===== src/rtl/led_switch_io.sv =====
// led_switch_io: memory-mapped LED store / switch+button load responder.
// Ports: clk, rst (sync, active-high); addr/wdata store address and data;
//   led_ctrl (IO store select), switch_ctrl (IO load select);
//   switch_raw/btn_raw asynchronous board inputs; io_rdata 16-bit load data;
//   led 24 registered LEDs; btn_pending sticky button-press flag.
// Macro SWITCH_DEBOUNCE_EN: when defined, switches and button are debounced
//   for DEB_CYCLES stable cycles; otherwise the stable state is the second
//   synchroniser stage (2-cycle latency).
module led_switch_io #(
  parameter int          DEB_CYCLES = 500000,
  parameter logic [31:0] LED_BASE   = 32'hFFFF_FC60,
  parameter logic [31:0] SW_BASE    = 32'hFFFF_FC70
) (
  input  logic        clk,
  input  logic        rst,
  input  logic [31:0] addr,
  input  logic [31:0] wdata,
  input  logic        led_ctrl,
  input  logic        switch_ctrl,
  input  logic [23:0] switch_raw,
  input  logic        btn_raw,
  output logic [15:0] io_rdata,
  output logic [23:0] led,
  output logic        btn_pending
);
  logic [24:0] sync1_q;
  logic [23:0] sw_q, sw_d, led_q, led_d;
  logic        btn_q, btn_d, btn_prev_q, btn_pending_q, btn_pending_d;
  logic        rd_btn;
  logic        unused_w;
  assign unused_w = ^{wdata[31:16], DEB_CYCLES > 1};
  always_ff @(posedge clk)
    sync1_q <= rst ? '0 : {btn_raw, switch_raw};
`ifdef SWITCH_DEBOUNCE_EN
  localparam int            CW   = $clog2(DEB_CYCLES);
  localparam logic [CW-1:0] CMAX = CW'(DEB_CYCLES - 1);
  logic [24:0]   sync2_q;
  logic [23:0]   sw_cand_q;
  logic          btn_cand_q;
  logic [CW-1:0] sw_cnt_q, sw_cnt_d, btn_cnt_q, btn_cnt_d;
  // A changed sample restarts the count; the count saturates at CMAX, and the
  // candidate is committed on every edge it stays saturated and unchanged.
  always_comb begin
    sw_cnt_d  = (sync2_q[23:0] != sw_cand_q) ? '0 : (sw_cnt_q == CMAX) ? sw_cnt_q : sw_cnt_q + 1'b1;
    sw_d      = (sync2_q[23:0] == sw_cand_q && sw_cnt_q == CMAX) ? sw_cand_q : sw_q;
    btn_cnt_d = (sync2_q[24] != btn_cand_q) ? '0 : (btn_cnt_q == CMAX) ? btn_cnt_q : btn_cnt_q + 1'b1;
    btn_d     = (sync2_q[24] == btn_cand_q && btn_cnt_q == CMAX) ? btn_cand_q : btn_q;
  end
  always_ff @(posedge clk) begin
    if (rst) begin
      sync2_q    <= '0;
      sw_cand_q  <= '0;
      btn_cand_q <= 1'b0;
      sw_cnt_q   <= '0;
      btn_cnt_q  <= '0;
    end else begin
      sync2_q    <= sync1_q;
      sw_cand_q  <= sync2_q[23:0];
      btn_cand_q <= sync2_q[24];
      sw_cnt_q   <= sw_cnt_d;
      btn_cnt_q  <= btn_cnt_d;
    end
  end
`else
  // The stable registers act as the second synchroniser stage.
  always_comb begin
    sw_d  = sync1_q[23:0];
    btn_d = sync1_q[24];
  end
`endif
  assign rd_btn = switch_ctrl && addr == SW_BASE + 32'd4;
  always_comb begin
    led_d = !led_ctrl ? led_q :
            (addr == LED_BASE)         ? {led_q[23:16], wdata[15:0]} :
            (addr == LED_BASE + 32'd2) ? {wdata[7:0], led_q[15:0]} : led_q;
    // A new debounced rising edge overrides a same-cycle read-clear.
    btn_pending_d = (btn_q & ~btn_prev_q) | (btn_pending_q & ~rd_btn);
    io_rdata = !switch_ctrl ? 16'h0000 :
               (addr == SW_BASE)         ? sw_q[15:0] :
               (addr == SW_BASE + 32'd2) ? {8'h00, sw_q[23:16]} :
               (addr == SW_BASE + 32'd4) ? {15'h0, btn_pending_q} : 16'h0000;
  end
  always_ff @(posedge clk) begin
    if (rst) begin
      sw_q          <= '0;
      btn_q         <= 1'b0;
      btn_prev_q    <= 1'b0;
      btn_pending_q <= 1'b0;
      led_q         <= '0;
    end else begin
      sw_q          <= sw_d;
      btn_q         <= btn_d;
      btn_prev_q    <= btn_q;
      btn_pending_q <= btn_pending_d;
      led_q         <= led_d;
    end
  end
  assign led         = led_q;
  assign btn_pending = btn_pending_q;
endmodule


===== config.mk =====
export PLATFORM = sky130hd
export DESIGN_NAME = led_switch_io
export DESIGN_NICKNAME = d
export VERILOG_FILES = /design/src/rtl/led_switch_io.sv
export SDC_FILE = /design/constraint.sdc
export NUM_CORES = 1
export LEC_CHECK = 0
export ABC_AREA = 1
export CAP_MARGIN = 20
export CORE_MARGIN = 4
export CORE_UTILIZATION = 25
export DETAILED_ROUTE_END_ITERATION = 10
export PLACE_DENSITY = 0.51
export SETUP_SLACK_MARGIN = 0.2
export SLEW_MARGIN = 20
export SYNTH_ARGS = -nofsm -noshare
export SYNTH_HDL_FRONTEND = slang
export SYNTH_SLANG_ARGS = --single-unit

===== constraint.sdc =====
create_clock -name clk -period 2.74 [get_ports clk]
set_clock_uncertainty 0.2 [all_clocks]
set_input_delay 0.822 -clock clk [delete_from_list [all_inputs] [get_ports clk]]
set_output_delay 0.822 -clock clk [all_outputs]
set_load 0.05 [all_outputs]

==> flow_summary.ini <==
[floorplanning]
initial_core_util_pct = 26.0
io_pins = 134
die_w_um = 118
die-area_sq_mm = 0.0140
die_h_um = 118
row_count = 39
coreArea_sq_mm = 0.0117

[final_layout]
area_delta_synth_final_pct = 72.9
nets = 641
drive_above_1_share_pct = 30.0
final_util_pct = 45.0
mostFrequentLayoutCells = inv_1 (84), dfxtp_1 (76), nor2_1 (73)
final_common_cell = inv_1
n_antenna_cell = 0

[yosys]
async_flop_share_pct = 0
synthFlopType = dfxtp_1
yosysUniqueCellTypes = 28
yosysTopAreaCellShare_pct = 50.1
postSynthAreaPerCell_sq_um = 7.45
yosysWarnings = 0
synth-edff-count = 0
syn_inst = 407
ys_ff_latch = 76
ys_seq_area_share_pct = 50.1
syn-num-nets = 500
yosys.area.top_type = dfxtp_1
synth_area_sq_mm = 0.00303
synth_top_cells_by_area = dfxtp_1 (50%), inv_1 (11%), nor2_1 (11%), nand2_1 (7.5%), nand4_1 (3.3%)

[placed_design]
gp_congestion = 0.776
port_buffers = 117
hpwl_um = 5740

[power_and_ir_drop]
swShare_pct = 23.9
peakVddDrop_mv = 0.286
p_int_mw = 1.88
pwr-share-seq_pct = 46.6
power_density_mw_per_mm2 = 471
switchingPower_mw = 0.590
p_comb_share_pct = 9.0
leakagePower_nw = 2.36
power_frac_clock_pct = 44.4

[grt]
grt_overflow = 0
first_global_vias = 2779
grt_max_degree = 32
grt_pass1_wl_um = 12800
antenna_found_initial = 0
grt_use_total_pct = 11.2

[drt]
drc = 0
wirelength_um = 7740
wire_per_inst_um = 11.1
routed_via_density = 4.05
num_vias = 2820
drt_iter0_drc = 135
dr.pass1.iters = 6
ant_nets = 0

[worst_hold_path]
min_path_type = register to register
hp-start = sync1_q[12]
whs_path_depth = 2
hold_end = sw_q[12]

[sta]
finalSetupViolations = 16
maxSlewHeadroom_pct = 63.6
fmax_mhz = 329
timing.final.ws_setup_ps = -297
min_period_over_period_pct = 111
finalHoldViolCount = 0
tns_ps = -3910
worstMarginPinSlew_ps = 548
slew_violations = 0
min_period_ps = 3040
rsz0062_at_grt = true

[worst_setup_path]
crit_path_cell_trace = buf_2 > nand2_4 > nor2_4 > nand3_4 > nor2_8 > nand3_4 > buf_12 > o21ai_4 > buf_12
crit_type = input port to primary output
reg2reg_depth = 4
r2r-end = led[20]
critPathCaptureType = primary output
crit_path_top_delay_cell = buf_12
required_ps = 1720
r2r_start = led[20]
slowest_delay_ps = 190
path_max_fanout = 6
crit_arrival_ps = 2020
r2r_slack_ps = 1920
critPathLaunchType = input port

[clocking]
cts.clk_slew.worst_paths_ps = 60
worstSkewPairLatency_ps = 320
cts_max_level = 3
cts.root.buffer_cell = clkbuf_16
cts_buffers = 9
cts_sinks = 76
cts_buffer_depth = 2
cts_tree = yes
postCtsHoldBufs = 0

[outcome]
status = finished, violations left
failed_checks = setup timing

[run]
cap_violations = 0
## critical path: cells and delay by family
family | cells | cell delay [ps]
AOI/OAI and AO/OA | 1 | 160
buffers and inverters | 3 | 440
and+or+nand+nor | 5 | 580
## per-stage QoR
stage	hold slack (ps)	instance area (sq um)	worst slack (ps)	power, mW	cells
finish	195	5250	-297	2.47	696
global route	215	5250	-389	2.57	696
CTS	195	5200	-355	2.51	694
detailed placement	192	4800	-748	1.40	674
global placement	191	4800	-734	1.40	674
floorplan	188	3210	-217	1.25	407
## metal layers
metal	share of wire (%)	vias up	GRT usage (%)
met2	51	76	19.1
met1	40	1259	12.8
met5	0	-	0
met3	7.6	8	4.54
li1	-	1477	-
met4	1.2	0	3.52
## worst max-delay path by stage
stage / start / to / cells after the start
detailed placement: addr[19] / io_rdata[5] / 9
global placement: addr[19] / io_rdata[7] / 9
finish: addr[31] / io_rdata[5] / 9
CTS: addr[1] / io_rdata[1] / 10
global route: addr[8] / io_rdata[5] / 10
floorplan: addr[0] / io_rdata[3] / 8
## cell usage after synthesis, types with 2 or more instances
| master | count |
|---|---|
| nor2_2 | 5 |
| buf_1 | 5 |
| buf_4 | 2 |
| dfxtp_1 | 76 |
| o21ai_1 | 7 |
| nand2_2 | 5 |
| nand3_4 | 2 |
| buf_6 | 3 |
| nand4_1 | 16 |
| nor2_8 | 2 |
| inv_2 | 4 |
| inv_1 | 91 |
| nand3_1 | 10 |
| clkbuf_1 | 3 |
| nand2_1 | 61 |
| a21oi_1 | 16 |
| nor2_1 | 87 |
| nand3_2 | 2 |
## layout make-up
cell class              instances  area, sq um
inverters                      96          367
fillers                      1165         6420
clock inverters                 6         47.5
multi-input cells             220         1430
flip-flops and latches         76         1520
well taps                     143          179
repair buffers                145         1470
clock buffers                  10          229
## power by group through the flow
| stage | Sequential, mW | Clock (mW) | Combinational (mW) |
|---|---|---|---|
| after floorplan | 1.17 | 0 | 0.0785 |
| after global placement | 1.17 | 0 | 0.222 |
| after detailed placement | 1.17 | 0 | 0.226 |
| after CTS | 1.15 | 1.14 | 0.220 |
| after global routing | 1.15 | 1.17 | 0.247 |
| final | 1.15 | 1.10 | 0.222 |
## repair_timing
action	CTS	global route
pin swaps	21	20
gates cloned	1	0
gates resized for setup	144	35
buffers inserted	3	2
setup endpoints to repair	17	18
## logic make-up (layout without fill, tap and decap cells)
logic type | Yosys count | after routing | share of synthesized area, %
AO/OA/AOI/OAI | 24 | 24 | 3.96
AND/OR/NAND/NOR | 196 | 196 | 30.8
flip-flops | 76 | 76 | 50.1
buffers and inverters | 111 | 257 | 15.1
## state kept, by name (all words and copies together), names as in the netlist
register     cells
btn_q            1
sync1_q         25
btn_prev_q       1
sw_q            24
btn_pending      1
led             24
Power figures use the tool's default switching activity.
